--- src/rtl/dffers_bank_ctrl_if.sv ---
// Command channel between the test/config master and the flop-bank sequencer.
// Carries the valid/ready command handshake and the done/err completion report.
interface dffers_bank_ctrl_if #(
    parameter int WIDTH  = 8,
    parameter int HOLD_W = 8
) ();
    logic              cmd_valid;
    logic              cmd_ready;
    logic [1:0]        cmd_op;
    logic [WIDTH-1:0]  cmd_data;
    logic [HOLD_W-1:0] cmd_cnt;
    logic              done;
    logic              err;

    modport master (
        output cmd_valid, cmd_op, cmd_data, cmd_cnt,
        input  cmd_ready, done, err
    );

    modport slave (
        input  cmd_valid, cmd_op, cmd_data, cmd_cnt,
        output cmd_ready, done, err
    );
endinterface

--- src/rtl/dffers_bank_ctrl.sv ---
// Command sequencer for a bank of enable/set/reset flops: drives D/E/Rn/Sn for
// LOAD/CLEAR/PRESET/HOLD commands, reads the bank back and counts mismatches.
module dffers_bank_ctrl #(
    parameter int WIDTH     = 8,
    parameter int PULSE_CYC = 2,
    parameter int HOLD_W    = 8
) (
    input  logic               clk,
    input  logic               R,
    dffers_bank_ctrl_if.slave  cmd,
    output logic [WIDTH-1:0]   bank_D,
    output logic               bank_E,
    output logic               bank_Rn,
    output logic               bank_Sn,
    input  logic [WIDTH-1:0]   bank_Q,
    output logic [7:0]         fail_cnt
);

    localparam int PULSE_W = (PULSE_CYC > 1) ? $clog2(PULSE_CYC) : 1;
    localparam int CNT_W   = (HOLD_W > PULSE_W) ? HOLD_W : PULSE_W;
    localparam logic [CNT_W-1:0] PULSE_LAST = CNT_W'(PULSE_CYC - 1);

    typedef enum logic [1:0] {
        IDLE    = 2'd0,
        DRIVE   = 2'd1,
        RECOVER = 2'd2,
        CHECK   = 2'd3
    } state_t;

    typedef enum logic [1:0] {
        OP_LOAD   = 2'b00,
        OP_CLEAR  = 2'b01,
        OP_PRESET = 2'b10,
        OP_HOLD   = 2'b11
    } op_t;

    state_t           state;
    op_t              op;
    logic [WIDTH-1:0] expect_q;
    logic [CNT_W-1:0] cnt;
    logic [CNT_W-1:0] hold_last;
    logic             accept;
    logic             mismatch;

    // The DRIVE counter runs down to zero, so it is loaded with length-1;
    // a HOLD count of zero behaves like one.
    assign hold_last = (cmd.cmd_cnt == '0) ? '0 : CNT_W'(cmd.cmd_cnt - HOLD_W'(1));
    assign accept    = cmd.cmd_valid & cmd.cmd_ready;
    assign mismatch  = (bank_Q != expect_q);

    always_ff @(posedge clk) begin
        if (R) begin
            state         <= IDLE;
            op            <= OP_LOAD;
            expect_q      <= '0;
            cnt           <= '0;
            cmd.cmd_ready <= 1'b0;
            cmd.done      <= 1'b0;
            cmd.err       <= 1'b0;
            bank_D        <= '0;
            bank_E        <= 1'b0;
            bank_Rn       <= 1'b1;
            bank_Sn       <= 1'b1;
            fail_cnt      <= '0;
        end else begin
            cmd.done <= 1'b0;
            cmd.err  <= 1'b0;
            case (state)
                IDLE: begin
                    if (accept) begin
                        op            <= op_t'(cmd.cmd_op);
                        cmd.cmd_ready <= 1'b0;
                        state         <= DRIVE;
                        case (op_t'(cmd.cmd_op))
                            OP_LOAD: begin
                                bank_E   <= 1'b1;
                                bank_D   <= cmd.cmd_data;
                                expect_q <= cmd.cmd_data;
                                cnt      <= '0;
                            end
                            OP_CLEAR: begin
                                bank_Rn  <= 1'b0;
                                expect_q <= '0;
                                cnt      <= PULSE_LAST;
                            end
                            OP_PRESET: begin
                                bank_Sn  <= 1'b0;
                                expect_q <= '1;
                                cnt      <= PULSE_LAST;
                            end
                            default: begin
                                // HOLD must leave the bank exactly as it was at accept.
                                expect_q <= bank_Q;
                                cnt      <= hold_last;
                            end
                        endcase
                    end else begin
                        cmd.cmd_ready <= 1'b1;
                    end
                end
                DRIVE: begin
                    if (cnt == '0) begin
                        bank_E  <= 1'b0;
                        bank_Rn <= 1'b1;
                        bank_Sn <= 1'b1;
                        if (op == OP_CLEAR || op == OP_PRESET) begin
                            state <= RECOVER;
                        end else begin
                            state <= CHECK;
                        end
                    end else begin
                        cnt <= cnt - CNT_W'(1);
                    end
                end
                RECOVER: begin
                    state <= CHECK;
                end
                CHECK: begin
                    state         <= IDLE;
                    cmd.cmd_ready <= 1'b1;
                    cmd.done      <= 1'b1;
                    cmd.err       <= mismatch;
                    if (mismatch && fail_cnt != 8'hFF) begin
                        fail_cnt <= fail_cnt + 8'd1;
                    end
                end
                default: begin
                    state <= IDLE;
                end
            endcase
        end
    end

endmodule

--- src/flat_wrapper.sv ---
// flat-port wrapper written by rule: the top's interface ports become plain ports
module dffers_bank_ctrl_flat 
#(
    parameter int WIDTH     = 8,
    parameter int PULSE_CYC = 2,
    parameter int HOLD_W    = 8
)
  (clk, R, bank_D, bank_E, bank_Rn, bank_Sn, bank_Q, fail_cnt, cmd_cmd_valid, cmd_cmd_op, cmd_cmd_data, cmd_cmd_cnt, cmd_cmd_ready, cmd_done, cmd_err);
  dffers_bank_ctrl_if #(.WIDTH(WIDTH), .HOLD_W(HOLD_W)) cmd_i ();
  input  logic clk;
  input  logic R;
  output logic [WIDTH-1:0] bank_D;
  output logic bank_E;
  output logic bank_Rn;
  output logic bank_Sn;
  input  logic [WIDTH-1:0] bank_Q;
  output logic [7:0] fail_cnt;
  input wire logic [$bits(cmd_i.cmd_valid)-1:0] cmd_cmd_valid;
  input wire logic [$bits(cmd_i.cmd_op)-1:0] cmd_cmd_op;
  input wire logic [$bits(cmd_i.cmd_data)-1:0] cmd_cmd_data;
  input wire logic [$bits(cmd_i.cmd_cnt)-1:0] cmd_cmd_cnt;
  output wire logic [$bits(cmd_i.cmd_ready)-1:0] cmd_cmd_ready;
  output wire logic [$bits(cmd_i.done)-1:0] cmd_done;
  output wire logic [$bits(cmd_i.err)-1:0] cmd_err;
  assign cmd_i.cmd_valid = cmd_cmd_valid;
  assign cmd_i.cmd_op = cmd_cmd_op;
  assign cmd_i.cmd_data = cmd_cmd_data;
  assign cmd_i.cmd_cnt = cmd_cmd_cnt;
  assign cmd_cmd_ready = cmd_i.cmd_ready;
  assign cmd_done = cmd_i.done;
  assign cmd_err = cmd_i.err;
  dffers_bank_ctrl #(.WIDTH(WIDTH), .PULSE_CYC(PULSE_CYC), .HOLD_W(HOLD_W)) u_core (.clk(clk), .R(R), .cmd(cmd_i), .bank_D(bank_D), .bank_E(bank_E), .bank_Rn(bank_Rn), .bank_Sn(bank_Sn), .bank_Q(bank_Q), .fail_cnt(fail_cnt));
endmodule
--- config.mk ---
export PLATFORM = sky130hd
export DESIGN_NAME = dffers_bank_ctrl_flat
export DESIGN_NICKNAME = d
export VERILOG_FILES = /design/src/rtl/dffers_bank_ctrl_if.sv /design/src/rtl/dffers_bank_ctrl.sv /design/src/flat_wrapper.sv
export SDC_FILE = /design/constraint.sdc
export NUM_CORES = 1
export LEC_CHECK = 0
export CAP_MARGIN = 5
export CORE_MARGIN = 2
export CORE_UTILIZATION = 60
export DETAILED_ROUTE_END_ITERATION = 8
export DONT_BUFFER_PORTS = 1
export PLACE_DENSITY = 0.74
export SYNTH_ARGS = -nofsm -noshare
export SYNTH_HDL_FRONTEND = slang
export SYNTH_SLANG_ARGS = --single-unit
--- constraint.sdc ---
create_clock -name clk -period 2.2 [get_ports clk]
set_input_delay 0.44 -clock clk [delete_from_list [all_inputs] [get_ports clk]]
set_output_delay 0.44 -clock clk [all_outputs]
set_load 0.05 [all_outputs]
==> results of run 1 <==
[synthesized netlist by cell type (all sizes together), types with 4 or more instances]
cell    number  area (sq um)
nor2        15          56.3
nand2       42           158
clkbuf      11          41.3
o21ai       11          55.1
a211oi       4          30.0
mux2         7          78.8
nand3        9          45.0
ha          12           150
xor2        12           105
inv         15          56.3
nor3         5          25.0
o211ai      10          75.1
nor4         6          37.5
dfxtp       42           841
a21oi       34           170
nor2b       12          75.1
[power by group]
group	total (mW)	internal [mW]	switching, mW	leakage [nW]
Combinational	0.569	0.245	0.325	0.677
Clock	0.623	0.363	0.260	0.0573
Sequential	0.930	0.824	0.107	0.341
Total	2.12	1.43	0.692	1.08
[logic make-up after synthesis]
logic type                 count (synthesis)  share of synthesized area, %
adders and majority gates                 12                          6.17
AOI/OAI and AO/OA                         85                          23.2
muxes                                      9                          4.06
buffers and inverters                     30                          4.63
DFF                                       42                          34.6
xor gates and xnor gates                  15                          5.40
and+or+nand+nor                          107                          22.0
[sequential cells by signal (all words and copies together) (netlist names)]
| name | count |
|---|---|
| u_core.bank_D | 8 |
| u_core.bank_E | 1 |
| u_core.bank_Rn | 1 |
| u_core.bank_Sn | 1 |
| u_core.cmd.cmd_ready | 1 |
| u_core.cmd.done | 1 |
| u_core.cmd.err | 1 |
| u_core.cnt | 8 |
| u_core.expect_q | 8 |
| u_core.fail_cnt | 8 |
| u_core.op | 2 |
| u_core.state | 2 |
[per-stage QoR]
stage,hold WS (ps),util (%),total power [mW],setup slack [ps],std cells
after floorplan,448,-,1.37,190,300
after global placement,449,65.8,1.50,285,356
after detailed placement,454,65.8,1.51,203,356
after CTS,202,68.6,2.13,191,363
after global routing,190,68.6,2.25,61.2,363
final,220,68.6,2.12,176,363
[critical path, cell delays in order (launching register included)]
cell and delay (ps):
sky130_fd_sc_hd__dfxtp_1 360, sky130_fd_sc_hd__or4_4 590, sky130_fd_sc_hd__o41a_4 420, sky130_fd_sc_hd__o41ai_1 400
sky130_fd_sc_hd__nand3_1 120
[layer usage]
layer / vias to the layer above / GRT usage (%)
li1: 1096 / -
met1: 977 / 33.0
met2: 45 / 43.3
met3: 6 / 6.67
met4: 0 / 8.16
met5: - / 0
[layout make-up]
type	count	area, sq um	share of cell area (%)
clock buffers	6	82.6	3.05
clock inverters	1	30.0	1.11
inverters	16	60.1	2.22
multi-input cells	228	1480	54.7
flip-flops and latches	42	841	31.1
well taps	50	62.6	2.31
repair buffers	20	150	5.55
[final timing paths]
path	cells after the start	slack, ps	end	start
worst max register to register	4	180	u_core.bank_Sn	u_core.cnt[3]
worst max-delay path	4	180	u_core.bank_Sn	u_core.cnt[3]
worst min-delay path	1	220	u_core.expect_q[1]	R
worst min register to register	2	460	u_core.op[1]	u_core.op[1]
==> flow_summary.toml, run 1 <==
[clock_network]
clock_tree_from_tritoncts = "done"
numCtsBuffers = 5
cts_buffer_depth = 2
cts_hold_buf = 0
clock_latency_ps = 290
cts_post_setup_buffers_inserted = 0
clock_sink_count = 42
cts_root_buf = "sky130_fd_sc_hd__clkbuf_8"
post_cts_resize_count = 0
clock_tree.htree_level_count = 2
clkSlewWorstSetupHoldPaths_ps = 80

[hold_path]
tightest_hold_check_type = "in -> reg"

[yosys]
yosysSeqAreaShare_pct = 34.6
dominantRegCellSynth = "sky130_fd_sc_hd__dfxtp_1"
synth_edf_count = 0
synthCells = 300
synth_seq_cells = 42
post_synth_instance_area_sq_mm = 0.00243
synth.lib_cells_used.distinct = 46
async_reset_ff_share_pct = 0
synth_warnings = 0
synthesis.nets = 341
postSynthAreaPerCell_sq_um = 8.11

[worst_setup_path]
critical_path_data_required_time_ps = 2360
critPathCaptureType = "register"
timing.critical_path.arrival_ps = 2180
crit_type = "reg -> reg"
worstSetupStartpointType = "register"
timing.critical_path.fanout_max = 7

[global_routing]
overflow = 0
grt_util_all_layers_pct = 26.1
grt_antenna_before_repair = 0
first_global_vias = 2023
wire_length_of_the_first_global_routing_pass_um = 9050
grt_start_max_net_pins = 40

[pwr]
peak_supply_drop_v = 0.000440
power.density_cell_area_mw_per_mm2 = 784
static-leakage-power_nw = 1.08

[floorplanning]
top_level_i_o_count = 51
die_w_um = 67.7
placeable_area_sq_mm = 0.00394
fp.dieH_um = 67.7
initial_cell_density_of_the_core_pct = 61.7
row_cnt = 23
fp.dieArea_sq_mm = 0.00458

[flow_run]
max-cap-violations = 0

[route]
wl_met1_um = 2440
met2_wirelength_um = 2630
dr.max_layer_used = "met4"
wire_per_inst_um = 15.0
dr.first_iter.drc_count = 97
vias = 2124
drt-vias-per-instance = 5.85
ant_nets = 0
wl_um = 5430
post-route-drc-count = 0
route.met3.wl_um = 294
drt-pass1-iter-count = 4

[sta]
final.setup_skew_ps = 3.44
grt_setup_unrepaired = "no"
final_critical_path_required_period_ps = 2020
slew_violations = 0
max_slew_margin_vs_limit_pct = 53.2
fmax_ghz = 0.494
final.setup.tns_ps = 0
final-hold-violation-count = 0
worstMarginPinSlew_ps = 697
finalSetupViolations = 0
period_utilization_post_route_pct = 92.0

[placed_design]
portBuffers = 0
detailedPlacementHpwl_um = 3970
place.gp.congestion = 0.930
postPlaceCellArea_sq_mm = 0.00259

[finish]
fin_nets = 354
area_growth_syn_to_layout_pct = 11.2
antenna_diode_count = 0
final_cell_area_sq_mm = 0.00271
final_cell_mix = "sky130_fd_sc_hd__nand2_1 (42), sky130_fd_sc_hd__dfxtp_1 (42), sky130_fd_sc_hd__a21oi_1 (34), sky130_fd_sc_hd__buf_4 (20)"
n_fill_cell = 356
drive_above_1_share_pct = 12.5

[outcome]
status = "completed"
Power figures use the tool's default switching activity.
==> run 2, diff against run 1 <==
- GPL_ROUTABILITY_DRIVEN: not set -> 1
- PLACE_DENSITY: 0.74 -> 0.82
- SKIP_LAST_GASP: not set -> 1
==> flow_summary.toml, run 2 (synthesis results as in run 1) <==
[placed_design]
place.gp.congestion = 0.891
place_inst = 357
detailedPlacementHpwl_um = 4100
place_worst_setup_slack_ps = 210
portBuffers = 0
postPlaceCellArea_sq_mm = 0.00260

[pwr]
power.density_cell_area_mw_per_mm2 = 785
cell_internal_pwr_mw = 1.41
comb_power_share_pct = 27.6
power.clock.fraction_pct = 28.5
static-leakage-power_nw = 1.08
p_seq_share_pct = 43.9
power.share.switching_pct = 33.9
p_switching_mw = 0.721
total_power_mw = 2.13
peak_supply_drop_v = 0.000444

[sta]
slew_violations = 0
final.setup_skew_ps = 9.63
fmax_ghz = 0.497
finalSetupViolations = 0
grt_setup_unrepaired = "no"
period_utilization_post_route_pct = 91.4
final.setup.tns_ps = 0
final_critical_path_required_period_ps = 2010
hold-worst-slack_ps = 215
final-hold-violation-count = 0
max_slew_margin_vs_limit_pct = 60.0
worstMarginPinSlew_ps = 596
timing.final.ws_setup_ps = 189

[route]
ant_nets = 0
vias = 2208
dr.first_iter.drc_count = 162
wire_per_inst_um = 15.7
drt-pass1-iter-count = 4
drt-vias-per-instance = 6.05
wl_um = 5740
post-route-drc-count = 0

[worst_setup_path]
path_cells = "or4_4 > o41a_4 > o41ai_1 > nand3_1"
worstSetupStartpointType = "register"
critPathCaptureType = "register"
critical_path_data_required_time_ps = 2360
worst-path-buf-inv = 0
timing.critical_path.max_delay_family = "compound AO/OA/AOI/OAI gates"
timing.critical_path.arrival_ps = 2170
critical-path-slowest-cell = "sky130_fd_sc_hd__or4_4"
crit_type = "reg -> reg"
timing.critical_path.fanout_max = 7
slowest_delay_ps = 580

[finish]
fin_nets = 355
drive_above_1_share_pct = 13.0
final_cell_area_sq_mm = 0.00271
fraction_of_the_core_area_covered_by_cells_at_the_end_of_the_flow_pct = 68.7
finish.cell_count_without_fillers = 365
area_growth_syn_to_layout_pct = 11.4
antenna_diode_count = 0
final_cell_mix = "sky130_fd_sc_hd__nand2_1 (42), sky130_fd_sc_hd__dfxtp_1 (42), sky130_fd_sc_hd__a21oi_1 (34), sky130_fd_sc_hd__buf_4 (21)"

[floorplanning]
row_cnt = 23
fp.dieArea_sq_mm = 0.00458
initial_cell_density_of_the_core_pct = 61.7
top_level_i_o_count = 51
placeable_area_sq_mm = 0.00394
die_w_um = 67.7
fp.dieH_um = 67.7

[global_routing]
groute.layer.met1.usage_pct = 33.2
gr-usage-met3_pct = 6.83
wire_length_of_the_first_global_routing_pass_um = 9120
grt_util_all_layers_pct = 26.4
first_global_vias = 2036
grt_antenna_before_repair = 0
overflow = 0
grt_start_max_net_pins = 40
grtUsageMet2_pct = 43.8
grt_most_used_layer = "met2"

[clock_network]
cts_post_setup_buffers_inserted = 0
cts_root_buf = "sky130_fd_sc_hd__clkbuf_8"
clock_latency_ps = 300
clock_tree.htree_level_count = 2
cts_hold_buf = 0
numCtsBuffers = 5
clkSlewWorstSetupHoldPaths_ps = 80
clock_sink_count = 42
post_cts_resize_count = 0
cts_buffer_depth = 2
clock_tree_from_tritoncts = "done"

[flow_run]
max-cap-violations = 0

[hold_path]
tightest_hold_check_type = "in -> reg"

[outcome]
status = "completed"
[run 2: final timing paths]
check / start / to / slack, ps / cells after the start
min: R / u_core.bank_D[0] / 210 / 1
max reg2reg: u_core.cnt[3] / u_core.bank_Rn / 190 / 4
min reg2reg: u_core.expect_q[5] / u_core.expect_q[5] / 460 / 2
max: u_core.cnt[3] / u_core.bank_Rn / 190 / 4
[run 2: power by group through the flow]
stage          Sequential (mW)  Combinational [mW]  Clock, mW
5_1_grt                  0.944               0.652      0.637
3_5_place_dp             0.950               0.567          0
2_1_floorplan            0.942               0.425          0
6_report                 0.935               0.586      0.606
3_3_place_gp             0.946               0.555          0
4_1_cts                  0.933               0.576      0.605
[run 2: layout make-up]
cell class / count / area (sq um)
Clock buffer: 5 / 68.8
Clock inverter: 3 / 40.0
Fill cell: 329 / 1230
Inverter: 16 / 60.1
Multi-Input combinational cell: 228 / 1480
Sequential cell: 42 / 841
Tap cell: 50 / 62.6
Timing Repair Buffer: 21 / 158
[run 2: per-layer routing]
| layer | vias to the layer above | share of wire (%) |
|---|---|---|
| met5 | - | 0 |
| met4 | 0 | 1.6 |
| met3 | 9 | 7.6 |
| met2 | 80 | 48 |
| met1 | 1019 | 43 |
| li1 | 1100 | - |
